--- config.mk ---
export PLATFORM = sky130hd
export DESIGN_NAME = nios2_cpu_mult_iter
export DESIGN_NICKNAME = d
export VERILOG_FILES = /design/src/rtl/nios2_cpu_mult_iter.sv
export SDC_FILE = /design/constraint.sdc
export NUM_CORES = 1
export LEC_CHECK = 0
export ABC_AREA = 1
export CAP_MARGIN = 20
export CORE_UTILIZATION = 23
export CTS_BUF_LIST = sky130_fd_sc_hd__clkbuf_4 sky130_fd_sc_hd__clkbuf_8 sky130_fd_sc_hd__clkbuf_16
export DETAILED_ROUTE_END_ITERATION = 10
export DONT_BUFFER_PORTS = 1
export GPL_TIMING_DRIVEN = 0
export PLACE_DENSITY = 0.41
export SLEW_MARGIN = 20
export SYNTH_ARGS = -nofsm -noshare
export SYNTH_HDL_FRONTEND = slang
export SYNTH_SLANG_ARGS = --single-unit
--- constraint.sdc ---
create_clock -name clk -period 17.3 [get_ports clk]
set_input_delay 1.73 -clock clk [delete_from_list [all_inputs] [get_ports clk]]
set_output_delay 1.73 -clock clk [all_outputs]
set_load 0.05 [all_outputs]
--- src/rtl/nios2_cpu_mult_iter.sv ---
// Iterative multiplier: one LANE_W x LANE_W unsigned partial product per cycle,
// followed by a single sign-correction step for the high-half (MULX*) modes.
module nios2_cpu_mult_iter #(
  parameter int DATA_W = 32,
  parameter int LANE_W = 16
) (
  input  logic              clk,
  input  logic              reset_n,
  input  logic [DATA_W-1:0] M_mul_src1,
  input  logic [DATA_W-1:0] M_mul_src2,
  input  logic [1:0]        M_mul_mode,
  input  logic              M_mul_start,
  input  logic              M_mul_abort,
  input  logic              M_mul_ack,
  output logic              M_mul_ready,
  output logic              M_mul_busy,
  output logic              M_mul_result_valid,
  output logic [DATA_W-1:0] M_mul_cell_result
);

  localparam int K     = DATA_W / LANE_W;
  localparam int NPP   = K * K;
  localparam int CNT_W = (NPP > 1) ? $clog2(NPP) : 1;
  localparam int ACC_W = 2 * DATA_W;

  typedef enum logic [1:0] {S_IDLE, S_MUL, S_CORR, S_DONE} state_t;

  localparam logic [1:0] MODE_MUL    = 2'b00;
  localparam logic [1:0] MODE_MULXSS = 2'b01;
  localparam logic [1:0] MODE_MULXSU = 2'b10;

  state_t              r_state;
  state_t              w_next;
  logic [CNT_W-1:0]    r_cnt;
  logic [DATA_W-1:0]   r_a;
  logic [DATA_W-1:0]   r_b;
  logic [1:0]          r_mode;
  logic [ACC_W-1:0]    r_acc;
  logic [DATA_W-1:0]   r_result;

  logic                w_accept;
  logic                w_last;
  logic [CNT_W-1:0]    w_i;
  logic [CNT_W-1:0]    w_j;
  logic [LANE_W-1:0]   w_a_slice;
  logic [LANE_W-1:0]   w_b_slice;
  logic [2*LANE_W-1:0] w_prod;
  logic [ACC_W-1:0]    w_pp;
  logic                w_a_signed;
  logic                w_b_signed;
  logic [ACC_W-1:0]    w_corr;
  logic [DATA_W-1:0]   w_res;

  // Abort in IDLE wins over start, so nothing is accepted on that edge.
  assign w_accept = (r_state == S_IDLE) && M_mul_start && !M_mul_abort;
  assign w_last   = (r_cnt == CNT_W'(NPP - 1));

  // Counter value is i*K + j: i selects the A slice, j the B slice.
  assign w_i       = r_cnt / CNT_W'(K);
  assign w_j       = r_cnt % CNT_W'(K);
  assign w_a_slice = LANE_W'(r_a >> (int'(w_i) * LANE_W));
  assign w_b_slice = LANE_W'(r_b >> (int'(w_j) * LANE_W));
  assign w_prod    = {{LANE_W{1'b0}}, w_a_slice} * {{LANE_W{1'b0}}, w_b_slice};
  assign w_pp      = ACC_W'(w_prod) << ((int'(w_i) + int'(w_j)) * LANE_W);

  // Unsigned product minus the weight the sign bit should have carried.
  assign w_a_signed = (r_mode == MODE_MULXSS) || (r_mode == MODE_MULXSU);
  assign w_b_signed = (r_mode == MODE_MULXSS);
  assign w_corr = r_acc
                - ((w_a_signed && r_a[DATA_W-1]) ? {r_b, {DATA_W{1'b0}}} : '0)
                - ((w_b_signed && r_b[DATA_W-1]) ? {r_a, {DATA_W{1'b0}}} : '0);
  assign w_res  = (r_mode == MODE_MUL) ? w_corr[DATA_W-1:0] : w_corr[ACC_W-1:DATA_W];

  // NOTE: sequential state uses non-blocking (<=) so every register samples
  // pre-edge values; blocking here would create order-dependent simulation.
  always_ff @(posedge clk or negedge reset_n) begin
    if (!reset_n) r_state <= S_IDLE;
    else          r_state <= w_next;
  end

  // NOTE: w_next gets a default before the case so no path leaves it
  // unassigned, which would otherwise infer a latch.
  always_comb begin
    w_next = r_state;
    case (r_state)
      S_IDLE: if (w_accept) w_next = S_MUL;
      S_MUL:  if (M_mul_abort) w_next = S_IDLE;
              else if (w_last) w_next = S_CORR;
      S_CORR: if (M_mul_abort) w_next = S_IDLE;
              else w_next = S_DONE;
      S_DONE: if (M_mul_abort || M_mul_ack) w_next = S_IDLE;
      default: w_next = S_IDLE;
    endcase
  end

  // NOTE: the datapath registers are reset too, because the cleared result
  // is architecturally visible on M_mul_cell_result after reset.
  always_ff @(posedge clk or negedge reset_n) begin
    if (!reset_n) begin
      r_cnt    <= '0;
      r_a      <= '0;
      r_b      <= '0;
      r_mode   <= '0;
      r_acc    <= '0;
      r_result <= '0;
    end else if (w_accept) begin
      r_a    <= M_mul_src1;
      r_b    <= M_mul_src2;
      r_mode <= M_mul_mode;
      r_acc  <= '0;
      r_cnt  <= '0;
    end else if (r_state == S_MUL && !M_mul_abort) begin
      r_acc <= r_acc + w_pp;
      if (!w_last) r_cnt <= r_cnt + 1'b1;
    end else if (r_state == S_CORR && !M_mul_abort) begin
      r_acc    <= w_corr;
      r_result <= w_res;
    end
  end

  assign M_mul_ready        = (r_state == S_IDLE);
  assign M_mul_busy         = (r_state == S_MUL) || (r_state == S_CORR);
  assign M_mul_result_valid = (r_state == S_DONE);
  assign M_mul_cell_result  = r_result;

endmodule

Yosys cells after proc, flatten, opt, wreduce, memory -nomap -nowiden --
Cells that the tools add are included.
Cells by class: equal/unequal tests 10, multipliers 1, muxes and demuxes 15, div/mod/pow operators 0, $add $sub $neg 5, $lt $le $gt $ge 0, shifts and indexed selects 3, reduce and logical (&&, ||, !) cells 17, bitwise operators 2
Operator list (count):
- $mux 64 | 5
- $sub 64x64->64 | 2
- $add 64x64->64 | 1
- $shl 32x6->64 | 1
- $shr 32x5->16 | 2
- $mul 16x16->32 | 1
- $mux 32 | 1
- $mux 2 | 8
- $eq 2x2->1 const B | 4
- $pmux 2 s4 | 1
- $logic_and 1x1->1 | 6
- $reduce_and 3->1 | 2
- $eq 2x1->1 const B | 2
- $logic_not 2->1 | 2
- $ne 2x1->1 const B | 2
- $logic_or 1x1->1 | 3
- $ne 3x3->1 const B | 1
- $reduce_bool 3->1 | 1
- $add 1x1->2 | 1
- $add 2x1->2 const B | 1
- $ne 2x2->1 const B | 1
- $not 1->1 | 2
- $reduce_and 2->1 | 1
- $reduce_bool 2->1 | 1
- $logic_not 1->1 | 1
Word-level totals: bits of input ports 71, flip-flop bits (word level) 166, bits in read-only memories 0, logic and storage cells 60, output and inout port bits 35, bits in latches 0, memory bits (writable) 0, memories 0

Longest topological paths before layout --
Gate-level depths: netlist of run 1.
depth after elaboration 9, mapped depth 50, mapped depth without buffers 48

Worst setup path after synthesis of run 1 --
OpenSTA, ideal clock, no wires.
path type reg2reg, start point register r_cnt[1], end point register r_acc[57], setup slack 9.667 ns, library setup time 0.120 ns, period minus slack after synthesis 7.633 ns, path buffers 2, required time 17.180 ns, cell stages (with the launch flop) 40, data arrival time 7.512 ns, cell sequence dfrtp_1 -> buf_4 -> inv_1 -> clkbuf_1 -> or2_2 -> o21ai_1 -> clkinv_1 -> nand2_1 -> fa_1 -> fa_1 -> inv_1 -> fa_1 -> fa_1 -> fa_1 -> inv_1 -> fa_1 -> inv_1 -> ha_1 -> [4 not listed] -> nor2_1 -> a211oi_1 -> nand3_1 -> nand2_1 -> nand2_1 -> o21ai_1 -> nor2_1 -> ha_1 -> nand2_1 -> o21a_1 -> o21bai_1 -> inv_1 -> o21ai_0 -> a21oi_1 -> nand3_1 -> nand2_1 -> o21ai_1 -> nand2_1
Between the ends: word-level cells in the longest chain between the ends 6, elaborated cells between the ends (all ways) 7, classes of those cells 2 x add/sub; 1 x mul; 2 x shift; 2 x mux
RTL lines:
- start, declared | line 34 | logic [CNT_W-1:0] r_cnt;
- start signal, assigned | line 114 | if (!w_last) r_cnt <= r_cnt + 1'b1;
- $shr 32x5->16 | line 61 | assign w_a_slice = LANE_W'(r_a >> (int'(w_i) * LANE_W));
- $mul 16x16->32 | line 63 | assign w_prod = {{LANE_W{1'b0}}, w_a_slice} * {{LANE_W{1'b0}}, w_b_slice};
- $shl 32x6->64 (*) | line 64 | assign w_pp = ACC_W'(w_prod) << ((int'(w_i) + int'(w_j)) * LANE_W);
- $add 64x64->64 (*) | line 113 | r_acc <= r_acc + w_pp;
- $mux 64 (*) | line 112 | end else if (r_state == S_MUL && !M_mul_abort) begin
- $mux 64 (*) | line 106 | end else if (w_accept) begin
- end signal, assigned | line 113
- end signal, assigned | line 116 | r_acc <= w_corr;
- end, declared | line 38 | logic [ACC_W-1:0] r_acc;
Mark *: on every way between the ends. The rest lies on a longest branch, timed or not. A chain may end at the register's enable or synchronous reset.

Final worst setup path of run 1 --
start point register r_cnt[1], end point register r_acc[32]
Same word-level chain as after synthesis.

==> results.py, run 1 <==
metrics = {
    "critical_path": {
        "path_class": "flip-flop to flip-flop",
        "worst-endpoint-arrival_ns": 11.04,
        "required_ns": 17.68,
        "cp-start-kind": "flip-flop",
        "crit_top_cell": "nand2_1",
        "cp_slowest_stage_delay_ns": 0.65,
        "worstPathMaxFanout": 10,
        "timing.rr.start": "r_cnt[1]",
        "r2r-end": "r_acc[32]",
        "reg2reg_depth": 43,
        "reg2reg_slack_ns": 6.64,
        "endpoint_kind": "flip-flop",
        "slowest_stage": "clkinv_1",
    },
    "place": {
        "routabilityCongestion": 0.979,
        "dp_hpwl_mm": 97.6,
        "io_buffers": 0,
    },
    "synth": {
        "synthArstFlopShare_pct": 100,
        "ys.flop_type": "dfrtp_1",
        "postSynthCellCount": 3550,
        "synth.avg_cell_area_um2": 6.87,
        "yosys_warnings": 0,
        "synth-seq-cells": 166,
        "syn_nets": 4053,
        "ys_seq_area_share_pct": 17.0,
        "synth-edff-count": 0,
        "syn_area_um2": 24400,
        "ys_types": 51,
    },
    "min_path": {
        "holdPathEnd": "r_b[3]",
        "hp-class": "flip-flop to flip-flop",
        "hold_depth": 2,
        "worstHoldStart": "r_b[3]",
    },
    "timing": {
        "finalCritPeriodShare_pct": 61.6,
        "finalHoldViolations": 0,
        "slew_headroom_pct": 22.8,
        "final_max_slew_viol_count": 0,
        "fin_skew_ns": 0.0236,
        "period_needed_ns": 10.66,
        "max_freq_mhz": 93.8,
        "tns_ns": 0,
        "rsz0062_at_grt": "no",
        "tightest_slew_ns": 1.15,
        "setup-violations-final": 0,
    },
    "route": {
        "wl_per_cell_um": 22.8,
        "vias_per_cell": 4.81,
        "dr_total_vias": 23900,
        "drt_iter0_drc": 2067,
        "drtAntennaViolNets": 0,
        "totalWireLength_mm": 113,
        "drtPass1Iterations": 6,
        "remaining_drc_errors": 0,
    },
    "global_routing": {
        "grt_pass1_vias": 23300,
        "grt_overflow_total": 0,
        "grt_pass1_wl_mm": 163,
        "antenna_found_initial": 3,
        "grt_usage_pct": 21.0,
        "grt_start_max_net_pins": 167,
    },
    "final_layout": {
        "nNetsFinal": 4072,
        "area_growth_pct": 9.72,
        "drive_above_1_share_pct": 4.52,
        "fin_util_pct": 25.4,
        "fillerInstances": 12000,
        "antenna_cells": 0,
        "area.sequential_um2": 4150,
        "multiInputGateArea_um2": 17800,
    },
    "floorplanning": {
        "die_h_um": 328,
        "pin_count": 106,
        "dieArea_um2": 107000,
        "start_util_pct": 23.2,
        "die_w_um": 328,
        "coreArea_um2": 105000,
        "row_count": 119,
    },
    "clock_network": {
        "cts_resized": 0,
        "cts_tree": "yes",
        "cts_buffers": 17,
        "root_buffer": "clkbuf_16",
        "post_cts_buffers": 0,
        "path_clk_slew_ns": 0.09,
        "htreeDepth": 4,
        "cts.sinks": 166,
        "postCtsHoldBufs": 0,
        "clkLatencyLatePin_ns": 0.52,
        "cts_buffer_depth": 2,
    },
    "run_status": {
        "outcome": "finished clean",
    },
    "flow_run": {
        "maxCapViolations": 0,
    },
}
[per-stage QoR]
stage / setup slack [ns] / instances / hold slack (ns) / cell area (um^2)
3_5_place_dp: 6.83 / 4941 / 0.497 / 26100
6_report: 6.64 / 4973 / 0.529 / 26800
5_1_grt: 6.14 / 4973 / 0.557 / 26800
2_1_floorplan: 9.67 / 3550 / 0.463 / 24400
3_3_place_gp: 6.62 / 4941 / 0.493 / 26100
4_1_cts: 6.76 / 4973 / 0.520 / 26800
[area by class of cell]
| class | instances | area share, % |
|---|---|---|
| Multi-Input combinational cell | 2747 | 66.6 |
| Sequential cell | 166 | 15.5 |
| Inverter | 552 | 7.74 |
| Buffer | 85 | 1.26 |
| Tap cell | 1391 | 6.50 |
| Clock buffer | 17 | 1.59 |
| Clock inverter | 15 | 0.766 |
[cells in the final DEF (no fill, tap or decap), types with 9 or more instances in the layout]
master	n
buf_2	11
clkbuf_16	17
xnor2_1	27
dfrtp_1	166
o22ai_1	9
nand2_2	12
fa_1	226
nand4_1	30
clkinv_1	11
nor2_2	11
nor4_1	9
nor2_1	438
inv_1	536
o21a_1	18
a21oi_2	9
o21bai_1	15
nand3_1	136
nand2_1	955
o211ai_1	12
xor2_1	42
clkbuf_1	68
o21ai_2	24
a21oi_1	188
o21ai_1	40
ha_1	206
nor3_1	26
o21ai_0	184
a21o_1	12
or2_2	39
a211oi_1	19
a31oi_1	17
[worst max path at each step]
stage | startpoint | endpoint | slack [ns] | cells after the start
final | r_cnt[1] | r_acc[32] | 6.64 | 43
after global placement | r_cnt[1] | r_acc[34] | 6.62 | 34
after detailed placement | r_cnt[1] | r_acc[32] | 6.83 | 43
after floorplan | r_cnt[1] | r_acc[57] | 9.67 | 39
after global routing | r_cnt[1] | r_acc[32] | 6.14 | 43
after CTS | r_cnt[1] | r_acc[32] | 6.76 | 43
[cells in the mapped netlist, types with 12 or more instances]
library cell | count | area [um^2]
o21ai_1 | 37 | 185
dfrtp_1 | 166 | 4150
nand4_1 | 30 | 188
a21oi_1 | 188 | 941
nand3_1 | 136 | 681
a211oi_1 | 19 | 143
o21ai_0 | 187 | 936
a31oi_1 | 17 | 106
o21a_1 | 18 | 135
o21ai_2 | 24 | 210
o211ai_1 | 12 | 90.1
clkbuf_1 | 68 | 255
nor3_1 | 26 | 130
fa_1 | 226 | 4520
nand2_1 | 955 | 3580
o21bai_1 | 15 | 113
xnor2_1 | 27 | 236
xor2_1 | 42 | 368
or2_2 | 39 | 244
a21o_1 | 12 | 90.1
inv_1 | 536 | 2010
nand2_2 | 12 | 75.1
ha_1 | 206 | 2580
nor2_1 | 438 | 1640
[critical path, delay by kind of cell (launching register included)]
| kind | cells | cell delay (ns) |
|---|---|---|
| AO/OA/AOI/OAI | 4 | 1.17 |
| XOR/XNOR | 1 | 0.17 |
| adder cells (fa/ha/maj) | 8 | 3.80 |
| buffers and inverters | 11 | 1.74 |
| flip-flops | 1 | 0.43 |
| AND/OR/NAND/NOR | 19 | 3.18 |
[state kept, by name, summed over array words and instances, names as in the netlist]
| name | count |
|---|---|
| r_mode | 2 |
| M_mul_cell_result | 32 |
| r_b | 32 |
| r_a | 32 |
| r_acc | 64 |
| r_cnt | 2 |
| r_state | 2 |
[metal layers]
| layer | vias up | wire, um | GRT usage [%] |
|---|---|---|---|
| met5 | - | 36 | 0 |
| met4 | 6 | 3150 | 6.08 |
| met3 | 107 | 6140 | 2.60 |
| met2 | 721 | 51700 | 33.8 |
| met1 | 11800 | 52400 | 29.3 |
| li1 | 11300 | - | - |
[cell families after synthesis]
kind of cell / count (synthesis) / synth area share (%)
fa+ha+maj: 432 / 29.1
xor+xnor: 69 / 2.48
compound gates: 563 / 13.2
flops: 166 / 17.0
simple gates: 1683 / 28.3
buf+inv: 637 / 9.87
Power of run 1 is left out: the tool's default activity adds up to more than one toggle a clock period on the data nets, which glitch-free logic cannot reach.
==> run 2, diff against run 1 <==
- PLACE_DENSITY: 0.41 -> 0.42
- clock period: 17.3 -> 9.5 ns (I/O delays scaled with it)
==> results.py, run 2 (synthesis gave the netlist of run 1 again) <==
metrics = {
    "critical_path": {
        "endpoint_kind": "flip-flop",
        "worstPathMaxFanout": 10,
        "cp_top_family": "adder cells",
        "slowest_stage": "fa_1",
        "path_buf_inv": 9,
        "required_ns": 9.88,
        "cp_slowest_stage_delay_ns": 0.57,
        "path_class": "flip-flop to flip-flop",
        "worst-endpoint-arrival_ns": 9.52,
        "cp-start-kind": "flip-flop",
    },
    "final_layout": {
        "largest_reg_flops": 64,
        "area.sequential_um2": 4160,
        "multiInputGateArea_um2": 18400,
        "drive_above_1_share_pct": 8.77,
        "nNetsFinal": 4105,
        "area_growth_pct": 13.3,
        "mostFrequentLayoutCell": "nand2_1",
        "fin_area_um2": 27600,
        "regMostFlops": "r_acc",
        "fin_util_pct": 26.3,
        "fillerInstances": 12000,
        "final_cell_mix": "nand2_1 (950), inv_1 (526), nor2_1 (430)",
    },
    "timing": {
        "final_max_slew_viol_count": 0,
        "slew_headroom_pct": 28.3,
        "finalHoldViolations": 0,
        "max_freq_mhz": 109,
        "hold_ws_ns": 0.156,
        "tightest_slew_ns": 1.08,
        "fin_skew_ns": 0.0222,
        "finalCritPeriodShare_pct": 96.2,
        "setup-violations-final": 0,
        "fin_ws_ns": 0.362,
        "period_needed_ns": 9.14,
    },
    "floorplanning": {
        "die_h_um": 328,
        "row_count": 119,
        "dieArea_um2": 107000,
        "start_util_pct": 23.2,
        "die_w_um": 328,
        "pin_count": 106,
        "coreArea_um2": 105000,
    },
    "route": {
        "wl_per_cell_um": 23.1,
        "dr_total_vias": 24200,
        "drtAntennaViolNets": 0,
        "drt_iter0_drc": 1897,
        "vias_per_cell": 4.82,
        "remaining_drc_errors": 0,
        "totalWireLength_mm": 116,
        "drtPass1Iterations": 5,
    },
    "global_routing": {
        "antenna_found_initial": 7,
        "grt_pass1_wl_mm": 164,
        "grt_usage_pct": 21.2,
        "grt_pass1_vias": 23500,
        "grt_overflow_total": 0,
        "grt_start_max_net_pins": 167,
    },
    "clock_network": {
        "clkLatencyLatePin_ns": 0.51,
        "cts_tree": "yes",
        "root_buffer": "clkbuf_16",
        "path_clk_slew_ns": 0.09,
        "cts.sinks": 166,
        "cts_buffer_depth": 2,
        "htreeDepth": 4,
        "cts_buffers": 17,
    },
    "place": {
        "dp_hpwl_mm": 99.0,
        "io_buffers": 0,
        "pre_cts_ws_ns": -0.930,
        "place_area_um2": 26100,
        "routabilityCongestion": 0.964,
    },
    "run_status": {
        "outcome": "finished clean",
    },
    "flow_run": {
        "maxCapViolations": 0,
    },
    "min_path": {
        "hp-class": "primary input to async pin",
    },
}
-- run 2: cell types whose count changed in the layout (fill, tap and decap cells not counted), sizes merged --
cell,previous run,this run
buf,17,54
inv,547,548
clkinvlp,1,4
diode,0,3
clkinv,18,14
clkbuf,85,81
-- run 2: timing repair --
action,in CTS,in global routing
resized for setup,61,133
buffers inserted,2,31
gates cloned,0,0
endpoints found under the setup margin,46,43
hold buffers,0,0
pin swaps,0,10
-- run 2: final timing paths --
| kind | from | endpoint | slack [ns] | cells past startpoint |
|---|---|---|---|---|
| max | r_cnt[1] | r_acc[61] | 0.36 | 37 |
| min | reset_n | r_acc[23] | 0.16 | 0 |
| max reg2reg | r_cnt[1] | r_acc[61] | 0.36 | 37 |
| min reg2reg | r_b[0] | r_b[0] | 0.53 | 2 |
| max in group asynchronous | reset_n | r_cnt[0] | 8.90 | 0 |
| min in group clk | r_b[0] | r_b[0] | 0.53 | 2 |
-- run 2: area by class of cell --
class	instances	share of cell area, %
inverters	552	7.65
plain buffers	85	1.34
clock buffers	17	1.54
flip-flops and latches	166	15.0
multi-input cells	2747	66.4
diodes	3	0.0272
well taps	1391	6.30
clock inverters	15	0.729
repair buffers	33	0.978
-- run 2: metal layers --
| metal | track usage [%] | up-vias | wire length (um) |
|---|---|---|---|
| met5 | 0 | - | 53 |
| met4 | 6.03 | 8 | 3150 |
| met3 | 3.17 | 126 | 6360 |
| met2 | 33.9 | 738 | 52600 |
| met1 | 29.5 | 12000 | 53500 |
| li1 | - | 11300 | - |
-- run 2: per-stage QoR --
step	setup TNS (ns)	cells
floorplan	0	3550
global placement	-34.91	4941
detailed placement	-26.52	4941
CTS	0	4975
global route	-0.00302	5006
finish	0	5009
Power of run 2 is left out for the same reason.
==> run 3, diff against run 2 <==
- GPL_ROUTABILITY_DRIVEN: default -> 1
- PLACE_DENSITY: 0.42 -> 0.33
==> results.py, run 3 (synthesis gave the netlist of run 1 again) <==
metrics = {
    "clock_network": {
        "postCtsHoldBufs": 0,
        "path_clk_slew_ns": 0.09,
        "cts_buffers": 17,
        "cts_tree": "yes",
        "htreeDepth": 4,
        "clkLatencyLatePin_ns": 0.53,
        "cts.sinks": 166,
        "cts_buffer_depth": 2,
        "root_buffer": "clkbuf_16",
    },
    "timing": {
        "finalHoldViolations": 0,
        "final_max_slew_viol_count": 0,
        "rsz0062_at_grt": "yes",
        "tns_ns": 0,
        "slew_headroom_pct": 22.0,
        "tightest_slew_ns": 1.17,
        "setup-violations-final": 0,
        "fin_skew_ns": 0.0291,
        "hold_ws_ns": 0.134,
        "finalCritPeriodShare_pct": 96.5,
        "period_needed_ns": 9.17,
        "fin_ws_ns": 0.330,
        "max_freq_mhz": 109,
    },
    "route": {
        "dr_total_vias": 24000,
        "drtAntennaViolNets": 0,
        "vias_per_cell": 4.78,
        "drt_iter0_drc": 1855,
        "remaining_drc_errors": 0,
        "wl_per_cell_um": 24.7,
        "totalWireLength_mm": 124,
        "drtPass1Iterations": 8,
    },
    "critical_path": {
        "timing.rr.start": "r_cnt[0]",
        "endpoint_kind": "flip-flop",
        "r2r-end": "r_acc[63]",
        "slowest_stage": "fa_1",
        "required_ns": 9.92,
        "reg2reg_slack_ns": 0.33,
        "cp-start-kind": "flip-flop",
        "reg2reg_depth": 46,
        "cp_slowest_stage_delay_ns": 0.54,
        "crit_top_cell": "nand2_1",
        "worstPathMaxFanout": 10,
        "path_class": "flip-flop to flip-flop",
        "worst-endpoint-arrival_ns": 9.59,
    },
    "floorplanning": {
        "pin_count": 106,
        "row_count": 119,
        "start_util_pct": 23.2,
        "coreArea_um2": 105000,
        "die_w_um": 328,
        "dieArea_um2": 107000,
        "die_h_um": 328,
    },
    "final_layout": {
        "antenna_cells": 0,
        "final_cell_mix": "nand2_1 (951), inv_1 (523), nor2_1 (417)",
        "drive_above_1_share_pct": 9.66,
        "largest_reg_flops": 64,
        "area_growth_pct": 14.5,
        "mostFrequentLayoutCell": "nand2_1",
        "regMostFlops": "r_acc",
        "nNetsFinal": 4123,
    },
    "place": {
        "io_buffers": 0,
        "dp_hpwl_mm": 106,
        "pre_cts_ws_ns": -1.39,
        "routabilityCongestion": 0.952,
    },
    "global_routing": {
        "grt_start_max_net_pins": 167,
        "grt_overflow_total": 0,
        "grt_pass1_wl_mm": 175,
        "grt_usage_pct": 22.9,
        "antenna_found_initial": 6,
        "grt_pass1_vias": 24100,
    },
    "run_status": {
        "outcome": "finished clean",
    },
    "flow_run": {
        "maxCapViolations": 0,
    },
    "min_path": {
        "hp-class": "primary input to async pin",
    },
}
-- run 3: worst max-delay path by stage --
stage / from / endpoint / slack, ns / cells after the start
floorplan: r_cnt[1] / r_acc[57] / 1.87 / 39
global placement: r_cnt[1] / r_acc[56] / -1.82 / 40
detailed placement: r_cnt[1] / r_acc[56] / -1.39 / 41
CTS: r_cnt[1] / r_acc[56] / -0.04 / 41
global route: r_cnt[1] / r_acc[63] / -0.06 / 46
finish: r_cnt[0] / r_acc[63] / 0.33 / 46
-- run 3: cell type report --
class,instances,area (um^2)
Inverter,552,2120
Clock inverter,15,175
Fill cell,12000,77300
Tap cell,1391,1740
Buffer,85,400
Sequential cell,166,4160
Clock buffer,17,425
Multi-Input combinational cell,2747,18500
Timing Repair Buffer,50,423
Timing Repair inverter,1,6.26
-- run 3: through the flow --
step / instances / cell area, um^2 / util, %
floorplan: 3550 / 24400 / -
global placement: 4941 / 26100 / 24.8
detailed placement: 4941 / 26100 / 24.8
CTS: 4983 / 27100 / 25.8
global route: 5024 / 27900 / 26.5
finish: 5024 / 27900 / 26.5
-- run 3: per-layer routing --
layer  vias to the layer above  wire length (um)  track usage, %
met2                       616             57900            37.7
met3                        93              5230            2.32
met4                         2              2780            5.34
met5                         -                13               0
met1                     11900             58000            32.1
li1                      11400                 -               -
-- run 3: repair_timing --
action	in CTS	in global routing
buffers inserted	10	40
gates cloned	0	1
pin swaps	0	14
setup endpoints to repair	47	45
gates resized for setup	96	141
-- run 3: worst max-delay path, delay by kind of cell, from the launching register on --
family / cells / cell delay (ns)
DFF: 1 / 0.48
and+or+nand+nor: 24 / 2.99
buffers and inverters: 10 / 1.18
AOI/OAI and AO/OA: 4 / 0.72
adders and majority gates: 8 / 3.71
Power of run 3 is left out for the same reason.
